`config.mk`:
```
export PLATFORM = sky130hd
export DESIGN_NAME = lsu_ctrl
export DESIGN_NICKNAME = d
export VERILOG_FILES = /design/src/rtl/lsu_ctrl.sv
export SDC_FILE = /design/constraint.sdc
export NUM_CORES = 1
export LEC_CHECK = 0
export CORE_MARGIN = 4
export CORE_UTILIZATION = 30
export CTS_CLUSTER_SIZE = 40
export DETAILED_ROUTE_END_ITERATION = 12
export PLACE_DENSITY = 0.61
export SKIP_LAST_GASP = 1
export SLEW_MARGIN = 20
export SYNTH_ARGS = -nofsm -noshare
export SYNTH_HDL_FRONTEND = slang
export SYNTH_SLANG_ARGS = --single-unit
```
`constraint.sdc`:
```
create_clock -name clk -period 2.96 [get_ports clk]
set_input_delay 0.592 -clock clk [delete_from_list [all_inputs] [get_ports clk]]
set_output_delay 0.592 -clock clk [all_outputs]
set_load 0.01 [all_outputs]
```
`src/rtl/lsu_ctrl.sv`:
```
// lsu_ctrl: load/store unit controller, initiator side of the data-memory port.
// Accepts one load/store at a time, checks alignment and range, drives a
// synchronous-read byte-addressed dmem and returns data or an exception.
`timescale 1ns/1ps

module lsu_ctrl #(
    parameter int XLEN      = 32,
    parameter int MEM_BYTES = 4096
) (
    input  logic            clk,
    input  logic            rst_n,
    input  logic            flush,
    input  logic            req_valid,
    output logic            req_ready,
    input  logic            req_is_store,
    input  logic [2:0]      req_mem_op,
    input  logic [XLEN-1:0] req_addr,
    input  logic [XLEN-1:0] req_wdata,
    input  logic [4:0]      req_rd,
    output logic            resp_valid,
    input  logic            resp_ready,
    output logic [XLEN-1:0] resp_rdata,
    output logic [4:0]      resp_rd,
    output logic            resp_is_load,
    output logic            resp_err,
    output logic [1:0]      resp_cause,
    output logic [XLEN-1:0] resp_addr,
    output logic [XLEN-1:0] mem_addr,
    output logic [XLEN-1:0] mem_wdata,
    output logic            mem_wr_en,
    output logic            mem_rd_en,
    output logic [2:0]      mem_op,
    input  logic [XLEN-1:0] mem_rdata
);

    // Memory operation encoding shared with the data memory.
    localparam logic [2:0] LP_MEM_BYTE   = 3'd0;
    localparam logic [2:0] LP_MEM_HALF   = 3'd1;
    localparam logic [2:0] LP_MEM_WORD   = 3'd2;
    localparam logic [2:0] LP_MEM_BYTE_U = 3'd3;
    localparam logic [2:0] LP_MEM_HALF_U = 3'd4;

    // Controller states.
    localparam logic [2:0] S_IDLE     = 3'd0;
    localparam logic [2:0] S_RD_ISSUE = 3'd1;
    localparam logic [2:0] S_RD_CAPT  = 3'd2;
    localparam logic [2:0] S_WR       = 3'd3;
    localparam logic [2:0] S_RESP     = 3'd4;

    // Exception cause codes.
    localparam logic [1:0] LP_CAUSE_NONE   = 2'b00;
    localparam logic [1:0] LP_CAUSE_LD_MIS = 2'b01;
    localparam logic [1:0] LP_CAUSE_ST_MIS = 2'b10;
    localparam logic [1:0] LP_CAUSE_FAULT  = 2'b11;

    // One bit wider than the address so the limit itself is representable.
    localparam logic [XLEN:0] LP_MEM_LIMIT = (XLEN+1)'(MEM_BYTES);

    // Extend the low bytes of a read word according to the access size.
    // The dmem may already deliver extended data; re-extending is idempotent.
    function automatic logic [XLEN-1:0] f_extend(input logic [2:0] op,
                                                 input logic [XLEN-1:0] raw);
        logic [XLEN-1:0] res;
        res = {XLEN{1'b0}};
        case (op)
            LP_MEM_BYTE:   res = {{(XLEN-8){raw[7]}}, raw[7:0]};
            LP_MEM_BYTE_U: res = {{(XLEN-8){1'b0}}, raw[7:0]};
            LP_MEM_HALF:   res = {{(XLEN-16){raw[15]}}, raw[15:0]};
            LP_MEM_HALF_U: res = {{(XLEN-16){1'b0}}, raw[15:0]};
            LP_MEM_WORD:   res = raw;
            default:       res = {XLEN{1'b0}};
        endcase
        return res;
    endfunction

    logic [2:0]      r_state;
    logic            r_resp_valid;
    logic [XLEN-1:0] r_resp_rdata;
    logic [4:0]      r_resp_rd;
    logic            r_resp_is_load;
    logic            r_resp_err;
    logic [1:0]      r_resp_cause;
    logic [XLEN-1:0] r_resp_addr;
    logic [XLEN-1:0] r_mem_addr;
    logic [XLEN-1:0] r_mem_wdata;
    logic            r_mem_wr_en;
    logic            r_mem_rd_en;
    logic [2:0]      r_mem_op;

    logic            w_accept;
    logic            w_misaligned;
    logic            w_op_illegal;
    logic            w_out_of_range;
    logic            w_fault;
    logic            w_err;
    logic [1:0]      w_cause;
    logic [XLEN-1:0] w_load_data;

    // Alignment check: halves need an even address, words a multiple of four.
    always_comb begin
        w_misaligned = 1'b0;
        case (req_mem_op)
            LP_MEM_HALF, LP_MEM_HALF_U: w_misaligned = req_addr[0];
            LP_MEM_WORD:                w_misaligned = (req_addr[1:0] != 2'b00);
            default:                    w_misaligned = 1'b0;
        endcase
    end

    // Access-fault check: out of range, unsigned store sizes, or unknown op.
    always_comb begin
        w_op_illegal   = (req_mem_op > LP_MEM_HALF_U);
        w_out_of_range = ({1'b0, req_addr} >= LP_MEM_LIMIT);
        if (req_is_store) begin
            w_fault = w_out_of_range | w_op_illegal |
                      (req_mem_op == LP_MEM_BYTE_U) | (req_mem_op == LP_MEM_HALF_U);
        end else begin
            w_fault = w_out_of_range | w_op_illegal;
        end
    end

    // Cause selection: misalignment outranks access fault.
    always_comb begin
        w_err   = w_misaligned | w_fault;
        w_cause = LP_CAUSE_NONE;
        if (w_misaligned) begin
            w_cause = req_is_store ? LP_CAUSE_ST_MIS : LP_CAUSE_LD_MIS;
        end else if (w_fault) begin
            w_cause = LP_CAUSE_FAULT;
        end else begin
            w_cause = LP_CAUSE_NONE;
        end
    end

    // Acceptance only from IDLE and never in a flush cycle.
    always_comb begin
        w_accept    = (r_state == S_IDLE) & req_valid & ~flush;
        w_load_data = f_extend(r_mem_op, mem_rdata);
    end

    // Main controller: state, memory-side drive and response registers.
    always_ff @(posedge clk or negedge rst_n) begin
        if (!rst_n) begin
            r_state        <= S_IDLE;
            r_resp_valid   <= 1'b0;
            r_resp_rdata   <= {XLEN{1'b0}};
            r_resp_rd      <= 5'd0;
            r_resp_is_load <= 1'b0;
            r_resp_err     <= 1'b0;
            r_resp_cause   <= LP_CAUSE_NONE;
            r_resp_addr    <= {XLEN{1'b0}};
            r_mem_addr     <= {XLEN{1'b0}};
            r_mem_wdata    <= {XLEN{1'b0}};
            r_mem_wr_en    <= 1'b0;
            r_mem_rd_en    <= 1'b0;
            r_mem_op       <= LP_MEM_BYTE;
        end else begin
            case (r_state)
                S_IDLE: begin
                    if (w_accept) begin
                        // Tag, address and kind are captured for every request.
                        r_resp_rd      <= req_rd;
                        r_resp_addr    <= req_addr;
                        r_resp_is_load <= ~req_is_store;
                        r_resp_cause   <= w_cause;
                        r_resp_err     <= w_err;
                        r_resp_rdata   <= {XLEN{1'b0}};
                        if (w_err) begin
                            // Errors never touch the memory.
                            r_resp_valid <= 1'b1;
                            r_state      <= S_RESP;
                        end else if (req_is_store) begin
                            r_mem_addr  <= req_addr;
                            r_mem_op    <= req_mem_op;
                            r_mem_wdata <= req_wdata;
                            r_mem_wr_en <= 1'b1;
                            r_state     <= S_WR;
                        end else begin
                            r_mem_addr  <= req_addr;
                            r_mem_op    <= req_mem_op;
                            r_mem_rd_en <= 1'b1;
                            r_state     <= S_RD_ISSUE;
                        end
                    end
                end
                S_RD_ISSUE: begin
                    // dmem latches the address this edge; keep it held.
                    if (flush) begin
                        r_mem_rd_en <= 1'b0;
                        r_state     <= S_IDLE;
                    end else begin
                        r_state     <= S_RD_CAPT;
                    end
                end
                S_RD_CAPT: begin
                    r_mem_rd_en <= 1'b0;
                    if (flush) begin
                        r_state <= S_IDLE;
                    end else begin
                        r_resp_rdata <= w_load_data;
                        r_resp_valid <= 1'b1;
                        r_state      <= S_RESP;
                    end
                end
                S_WR: begin
                    // The write commits on this edge regardless of flush.
                    r_mem_wr_en <= 1'b0;
                    if (flush) begin
                        r_state <= S_IDLE;
                    end else begin
                        r_resp_valid <= 1'b1;
                        r_state      <= S_RESP;
                    end
                end
                S_RESP: begin
                    if (flush || resp_ready) begin
                        r_resp_valid <= 1'b0;
                        r_state      <= S_IDLE;
                    end
                end
                default: begin
                    r_mem_rd_en  <= 1'b0;
                    r_mem_wr_en  <= 1'b0;
                    r_resp_valid <= 1'b0;
                    r_state      <= S_IDLE;
                end
            endcase
        end
    end

    assign req_ready    = (r_state == S_IDLE);
    assign resp_valid   = r_resp_valid;
    assign resp_rdata   = r_resp_rdata;
    assign resp_rd      = r_resp_rd;
    assign resp_is_load = r_resp_is_load;
    assign resp_err     = r_resp_err;
    assign resp_cause   = r_resp_cause;
    assign resp_addr    = r_resp_addr;
    assign mem_addr     = r_mem_addr;
    assign mem_wdata    = r_mem_wdata;
    assign mem_wr_en    = r_mem_wr_en;
    assign mem_rd_en    = r_mem_rd_en;
    assign mem_op       = r_mem_op;

endmodule

```
# After elaboration in Yosys (flattened, before gate mapping)
# Cells that the tools add are included.
[totals]
out_inout_bits = 144
in_bits = 110
regBits = 146
[classes]
order_cmp = 2
n_bitwise = 12
n_mux = 30
reduce_logical = 17
n_eq_ne = 21
[op_table]
columns = ["op", "count"]
rows = [
  ["32-bit one-hot mux with 5 select lines", 1],
  ["32-bit 2-to-1 mux", 2],
  ["32-bit one-hot mux with 2 select lines", 1],
  ["32-bit by 13-bit >= comparator with 1-bit output (second input constant)", 1],
  ["3-bit by 2-bit == test with 1-bit output (second input constant)", 6],
  ["1-bit 2-to-1 mux", 12],
  ["3-bit 2-to-1 mux", 4],
  ["2-bit inequality test (second input constant)", 6],
  ["3-bit one-hot mux with 4 select lines", 1],
  ["2-bit 2-to-1 mux", 5],
  ["5-bit AND reduction", 2],
  ["3-bit by 1-bit == test with 1-bit output (second input constant)", 3],
  ["3-bit == test (second input constant)", 3],
  ["4-bit AND reduction", 2],
  ["3-bit logical NOT", 2],
  ["2-bit by 1-bit inequality test with 1-bit output (second input constant)", 3],
  ["1-bit NOT", 6],
  ["3-bit AND reduction", 2],
  ["2-bit OR reduction", 3],
  ["1-bit OR", 4],
  ["1-bit one-hot mux with 2 select lines", 2],
  ["1-bit one-hot mux with 4 select lines", 1],
  ["2-bit AND reduction", 2],
  ["2-bit nonzero test", 2],
  ["other kinds (5)", 6],
]

# Depth between registers and ports, before layout
# Gate-level depths: netlist of run 1.
[depth]
depth_word = 9
ltp_mapped = 8

# Worst setup path before layout of run 1
# No wires, ideal clock.
[synth_timing]
path_kind = "input -> register"
start = "input req_addr[16]"
end = "register r_mem_wdata[10], in the netlist mem_wdata[10]"
required_time_ns = 2.835
arrival_time_ns = 2.085
n_path_buf = 1
cell_stages = 6
setup_slack_ns = 0.749
setup_time_ns = 0.125
path_cell_list = "nor4_1 > and3_1 > nand3_1 > nor4_4 > buf_6 > mux2_4"
[synth_between]
elab_chain_cells = 8
[synth_rtl]
columns = ["item", "line", "text"]
rows = [
  ["start: declaration", "17", "input logic [XLEN-1:0] req_addr,"],
  ["32-bit by 13-bit >= comparator with 1-bit output (*)", "112", "w_out_of_range = ({1'b0, req_addr} >= LP_MEM_LIMIT);"],
  ["1-bit OR (*)", "114, 117", ""],
  ["1-bit OR", "114", "w_fault = w_out_of_range | w_op_illegal |"],
  ["1-bit OR", "115", "(req_mem_op == LP_MEM_BYTE_U) | (req_mem_op == LP_MEM_HALF_U);"],
  ["1-bit 2-to-1 mux (*)", "113", "if (req_is_store) begin"],
  ["1-bit OR (*)", "123", "w_err = w_misaligned | w_fault;"],
  ["1-bit NOT (no source line) (*)", "--", ""],
  ["4-bit AND reduction (no source line) (*)", "--", ""],
  ["end signal: assignment", "152", "r_mem_wdata <= {XLEN{1'b0}};"],
  ["end signal: assignment", "174", "r_mem_wdata <= req_wdata;"],
  ["end: declaration", "85", "logic [XLEN-1:0] r_mem_wdata;"],
]
# Mark *: on every way between the ends. The rest lies on a longest branch, timed or not.
# A chain may end at the register's enable or synchronous reset.

# Worst setup path in the final report of run 1
[layout_timing]
start = "input req_addr[20]"
end = "register r_mem_wdata[3], in the netlist mem_wdata[3]"
# The elaborated chain is that of the path after synthesis.

==> results.cfg, run 1 <==
[status]
outcome = complete, no violations

[detailed_routing]
dr.pass1.iters = 5
detail_route.iter0.violations = 129
wl_per_cell_um = 17.4
wl_um = 16900
drc = 0
ant_nets = 0
vias_per_cell = 4.58
vias = 4439

[cells_and_area]
fin_nets = 809
syn_to_final_growth_pct = 59.6
fill_cells = 1645
seq_area_um2 = 3650
n_antenna_cell = 0
drive_gt1_share_pct = 17.2
post-route-util_pct = 49.0
multi_input_area_um2 = 1990

[placement]
port_buffers = 253
place_congestion = 0.780
hpwl_um = 12500

[timing]
post-route-min-period_ps = 2510
fin_worst_skew_ps = 3.05
timing.fmax_mhz = 398
slew_headroom_pct = 46.7
final.period_utilization_pct = 84.9
slew_viol_final = 0
setup-tns-final_ps = 0
worstMarginPinSlew_ps = 797
rsz0062_at_grt = false
finalHoldViolCount = 0
setup_violations = 0

[setup_path]
critPathMaxStageDelay_ps = 410
cp_max_fo = 24
start_kind = input pin
cp_top_family = simple AND/OR/NAND/NOR gates
crit_buf_inv = 2
crit_chain = clkdlybuf4s50_1 > nor4_1 > and3_1 > nand3_1 > nor4_4 > buf_12 > mux2_2
arrival_ps = 2810
crit_type = input pin to flip-flop
end_kind = flip-flop
crit_required_ps = 3260
cp_slowest_cell = clkdlybuf4s50_1

[floorplanning]
core-area_um2 = 18800
ios = 254
start_util_pct = 30.7
die_y_um = 147
dieArea_um2 = 21600
rows = 50
die_width_um = 147

[clocking]
cts_tree = done
cts_setup_buffers = 0
h-tree-depth = 4
numCtsBuffers = 17
clk_root_buffer_cell = clkbuf_16
path_clk_slew_ps = 60
clock_latency_ps = 410
cts_buffer_depth = 2
cts_sinks = 146
post_cts_resized = 0
postCtsHoldBufs = 0

[pwr]
peakVddDrop_v = 0.000359
p_per_area_nw_per_um2 = 542
p_leak_nw = 4.06

[synth]
yosys_warnings = 0
synthesis.area_um2 = 5790
syn-instance-count = 438
yosysSeqAreaShare_pct = 63.1
async_reset_ff_share_pct = 100
avgSynthCellArea_um2 = 13.2
ys_top_cells_by_count = dfrtp_1 (146), mux2_2 (51), nand2_1 (45)
yosysMostFrequentCell = dfrtp_1
yosys.cell_types.count = 38
ys.flop_type = dfrtp_1
yosysTopAreaCellShare_pct = 63.1
ys_ff_latch = 146
synthTopCellsByArea = dfrtp_1 (63%), mux2_2 (9.9%), mux2_4 (5.2%)
synth_edf_count = 0
yosysTopAreaCell = dfrtp_1
synth_fp_nets = 548

[grt]
antenna_found_initial = 0
grt_pass1_wl_um = 26800
gr-total-overflow = 0
grt_max_degree = 63
grt_pass1_vias = 4820
grt_usage_pct = 15.7

[run]
cap_violations = 0

[hold_path]
holdCritPathClass = input pin to asynchronous set/reset pin
layout by cell type, fill, tap and decap left out, types with 5 or more instances in the layout:
cell,count
a21oi_1,28
mux2_2,51
a22o_1,9
nor2_1,5
buf_4,11
dfrtp_1,146
nor2b_1,20
o21ai_0,32
inv_1,6
clkdlybuf4s50_1,252
clkbuf_16,17
mux2_4,20
nor4_1,7
mux2_1,8
nand2_1,45
cell type report:
type	instances	share of cell area (%)
Inverter	6	0.244
Clock inverter	10	1.46
Timing Repair Buffer	266	28.8
Tap cell	260	3.52
Clock buffer	20	4.95
Multi-Input combinational cell	262	21.5
Sequential cell	146	39.6
report_power, final:
group / internal, mW / switching, mW
Sequential: 2.10 / 0.0575
Clock: 1.36 / 0.814
Combinational: 0.408 / 0.266
sequential cells by signal, indices dropped and copies added, names as in the netlist:
register      cells
mem_rd_en         1
resp_cause        2
mem_wr_en         1
resp_rd           5
r_state           3
mem_addr         32
resp_rdata       32
mem_op            3
resp_err          1
resp_addr        32
resp_is_load      1
resp_valid        1
mem_wdata        32
path summary, 6_finish.rpt:
kind	end	start	cells after the start	slack [ps]
max in group asynchronous	resp_rdata[20]$_DFFE_PN0P_	rst_n	2	2070
setup / recovery	mem_wdata[3]$_DFFE_PN0P_	req_addr[20]	7	450
hold reg to reg	resp_rd[2]$_DFFE_PN0P_	resp_rd[2]$_DFFE_PN0P_	2	470
setup reg to reg	mem_wdata[3]$_DFFE_PN0P_	r_state[0]$_DFFE_PN0P_	6	870
hold / removal	mem_wdata[24]$_DFFE_PN0P_	rst_n	1	170
min in group clk	resp_rd[2]$_DFFE_PN0P_	resp_rd[2]$_DFFE_PN0P_	2	470
cells by family (layout without fill, tap and decap cells):
group                     after synthesis  after routing  share of synthesized area, %
DFF                                   146            146                          63.1
and+or+nand+nor                       100            100                          9.10
muxes                                  80             80                          16.8
buffers and inverters                  30            302                          2.75
xor gates and xnor gates                1              1                         0.151
AOI/OAI and AO/OA                      81             81                          8.04
layer usage:
metal / vias to the layer above / track usage, % / routed length [um]
li1: 2054 / - / -
met1: 2195 / 19.5 / 7180
met2: 167 / 24.8 / 8020
met3: 23 / 6.29 / 1350
met4: 0 / 5.73 / 386
met5: - / 0 / 0
through the flow:
step / total power [mW] / instance area [um^2] / worst slack (ps) / hold slack [ps] / cells
3_3_place_gp: 2.87 / 8640 / 34.7 / 462 / 940
2_1_floorplan: 2.40 / 5790 / 749 / 296 / 438
3_5_place_dp: 2.88 / 8640 / -29.1 / 466 / 940
5_1_grt: 5.23 / 9240 / 301 / 198 / 970
4_1_cts: 5.08 / 9240 / 419 / 169 / 970
6_report: 5.01 / 9240 / 448 / 169 / 970
(Power assumes the default switching activity.)
==> run 2: changes to the inputs <==
PLACE_DENSITY = 0.63   (was 0.61)
clock period = 2.2 ns   (was 2.96 ns; I/O delays follow)
==> run 2 against run 1 <==
Net effect:
- cell count rose by 3.6%
- total power rose by 34%
- non-clock buffer count rose by 34
- die area did not move
==> results.cfg, run 2 (synthesized netlist as in run 1, its figures left out) <==
[status]
outcome = complete, no violations

[setup_path]
rr_endpoint = mem_wdata[29]$_DFFE_PN0P_
r2r-start = r_state[0]$_DFFE_PN0P_
r2r_slack_ps = 290
crit_type = input pin to flip-flop
cp_max_fo = 6
arrival_ps = 2410
end_kind = flip-flop
start_kind = input pin
r2r_cells = 7
crit_required_ps = 2490
endpoint = mem_wdata[14]$_DFFE_PN0P_
cp-startpoint = req_addr[6]

[detailed_routing]
ant_nets = 0
wl_per_cell_um = 17.7
vias_per_cell = 4.57
drc = 0
vias = 4591
wl_um = 17800
detail_route.iter0.violations = 140
dr.pass1.iters = 4

[timing]
finalHoldWorstSlack_ps = 396
finalHoldViolCount = 0
fin_worst_skew_ps = 6.42
setup-tns-final_ps = 0
slew_headroom_pct = 62.6
slew_viol_final = 0
final.period_utilization_pct = 96.6
post-route-min-period_ps = 2130
timing.fmax_mhz = 470
setup_violations = 0
worstMarginPinSlew_ps = 560

[placement]
port_buffers = 253
place_congestion = 0.799
hpwl_um = 13000

[pwr]
combPwrFrac_pct = 14.3
switching_share_pct = 23.0
p_per_area_nw_per_um2 = 693
switching_power_mw = 1.54
p_seq_share_pct = 43.5
peakVddDrop_v = 0.000488
finalPower_mw = 6.70
p_leak_nw = 4.33
clock_power_share_pct = 42.2
p_int_mw = 5.16

[floorplanning]
core-area_um2 = 18800
die_y_um = 147
dieArea_um2 = 21600
rows = 50
start_util_pct = 30.7
die_width_um = 147
ios = 254

[clocking]
cts_sinks = 146
clock_latency_ps = 400
cts_buffer_depth = 2
h-tree-depth = 4
numCtsBuffers = 17
cts_tree = done
clk_root_buffer_cell = clkbuf_16
path_clk_slew_ps = 60

[grt]
antenna_found_initial = 0
gr-total-overflow = 0
grt_max_degree = 49
grt_usage_pct = 16.3
met2_usage_pct = 27.0
grt_pass1_vias = 5142
grt_pass1_wl_um = 28000
use_met3_pct = 5.77
grt-busiest-layer = met2
use_met1_pct = 19.1

[cells_and_area]
mostFrequentLayoutCells = clkdlybuf4s50_1 (245), dfrtp_1 (146), mux2_2 (51), nand2_1 (45), buf_4 (37)
post-route-util_pct = 51.3
syn_to_final_growth_pct = 67.0
n_antenna_cell = 0
fill_cells = 1637
drive_gt1_share_pct = 22.1
mostFrequentLayoutCell = clkdlybuf4s50_1
fin_nets = 843

[hold_path]
holdCritPathClass = input pin to flip-flop

[run]
cap_violations = 0
-- run 2: how the worst min path moves through the flow --
stage	cells past startpoint	slack, ps	from	end
2_1_floorplan	0	140	rst_n	mem_addr[0]$_DFFE_PN0P_
3_3_place_gp	1	420	rst_n	resp_addr[17]$_DFFE_PN0P_
3_5_place_dp	1	430	rst_n	resp_addr[17]$_DFFE_PN0P_
4_1_cts	2	480	resp_is_load$_DFFE_PN0P_	resp_is_load$_DFFE_PN0P_
5_1_grt	2	380	req_addr[19]	resp_addr[19]$_DFFE_PN0P_
6_report	2	400	req_addr[18]	resp_addr[18]$_DFFE_PN0P_
-- run 2: critical path: stages --
cell and delay [ps]:
clkdlybuf4s50_1 460, nor4_1 350, nand4_1 280, nand3_4 190, nor4_4 70, buf_6 160
clkbuf_16 170, mux2_4 300
-- run 2: cell type report --
| class | count | area (um^2) | share of cell area (%) |
|---|---|---|---|
| clock inverters | 9 | 105 | 1.09 |
| well taps | 260 | 325 | 3.36 |
| flip-flops and latches | 146 | 3650 | 37.8 |
| multi-input cells | 262 | 2080 | 21.5 |
| repair buffers | 300 | 3010 | 31.1 |
| inverters | 6 | 22.5 | 0.233 |
| clock buffers | 22 | 474 | 4.90 |
-- run 2: timing repair --
item,4_1_cts,5_1_grt
pin swaps,3,7
cloned,1,2
hold buffers,1,0
endpoints found under the setup margin,61,44
gates resized for setup,7,19
setup buffers,3,0
endpoints found under the hold margin,45,0
-- run 2: per-layer routing --
layer	part of all wire, %	up-vias
met4	2.9	0
met2	49	169
met3	7.1	31
li1	-	2119
met1	41	2272
met5	0	-
-- run 2: per-stage QoR --
stage	instances	instance area [um^2]	worst slack (ps)
floorplan	438	5790	141
global placement	967	8860	-594
detailed placement	967	8860	-673
CTS	1003	9530	4.42
global route	1005	9670	-26.7
finish	1005	9670	74.5
-- run 2: power groups by stage --
| stage | Sequential (mW) | Clock [mW] | Combinational [mW] |
|---|---|---|---|
| final | 2.92 | 2.83 | 0.955 |
| after global routing | 2.93 | 3.05 | 1.03 |
| after CTS | 2.91 | 2.92 | 0.964 |
| after detailed placement | 2.96 | 0 | 0.955 |
| after global placement | 2.95 | 0 | 0.942 |
| after floorplan | 3.02 | 0 | 0.208 |
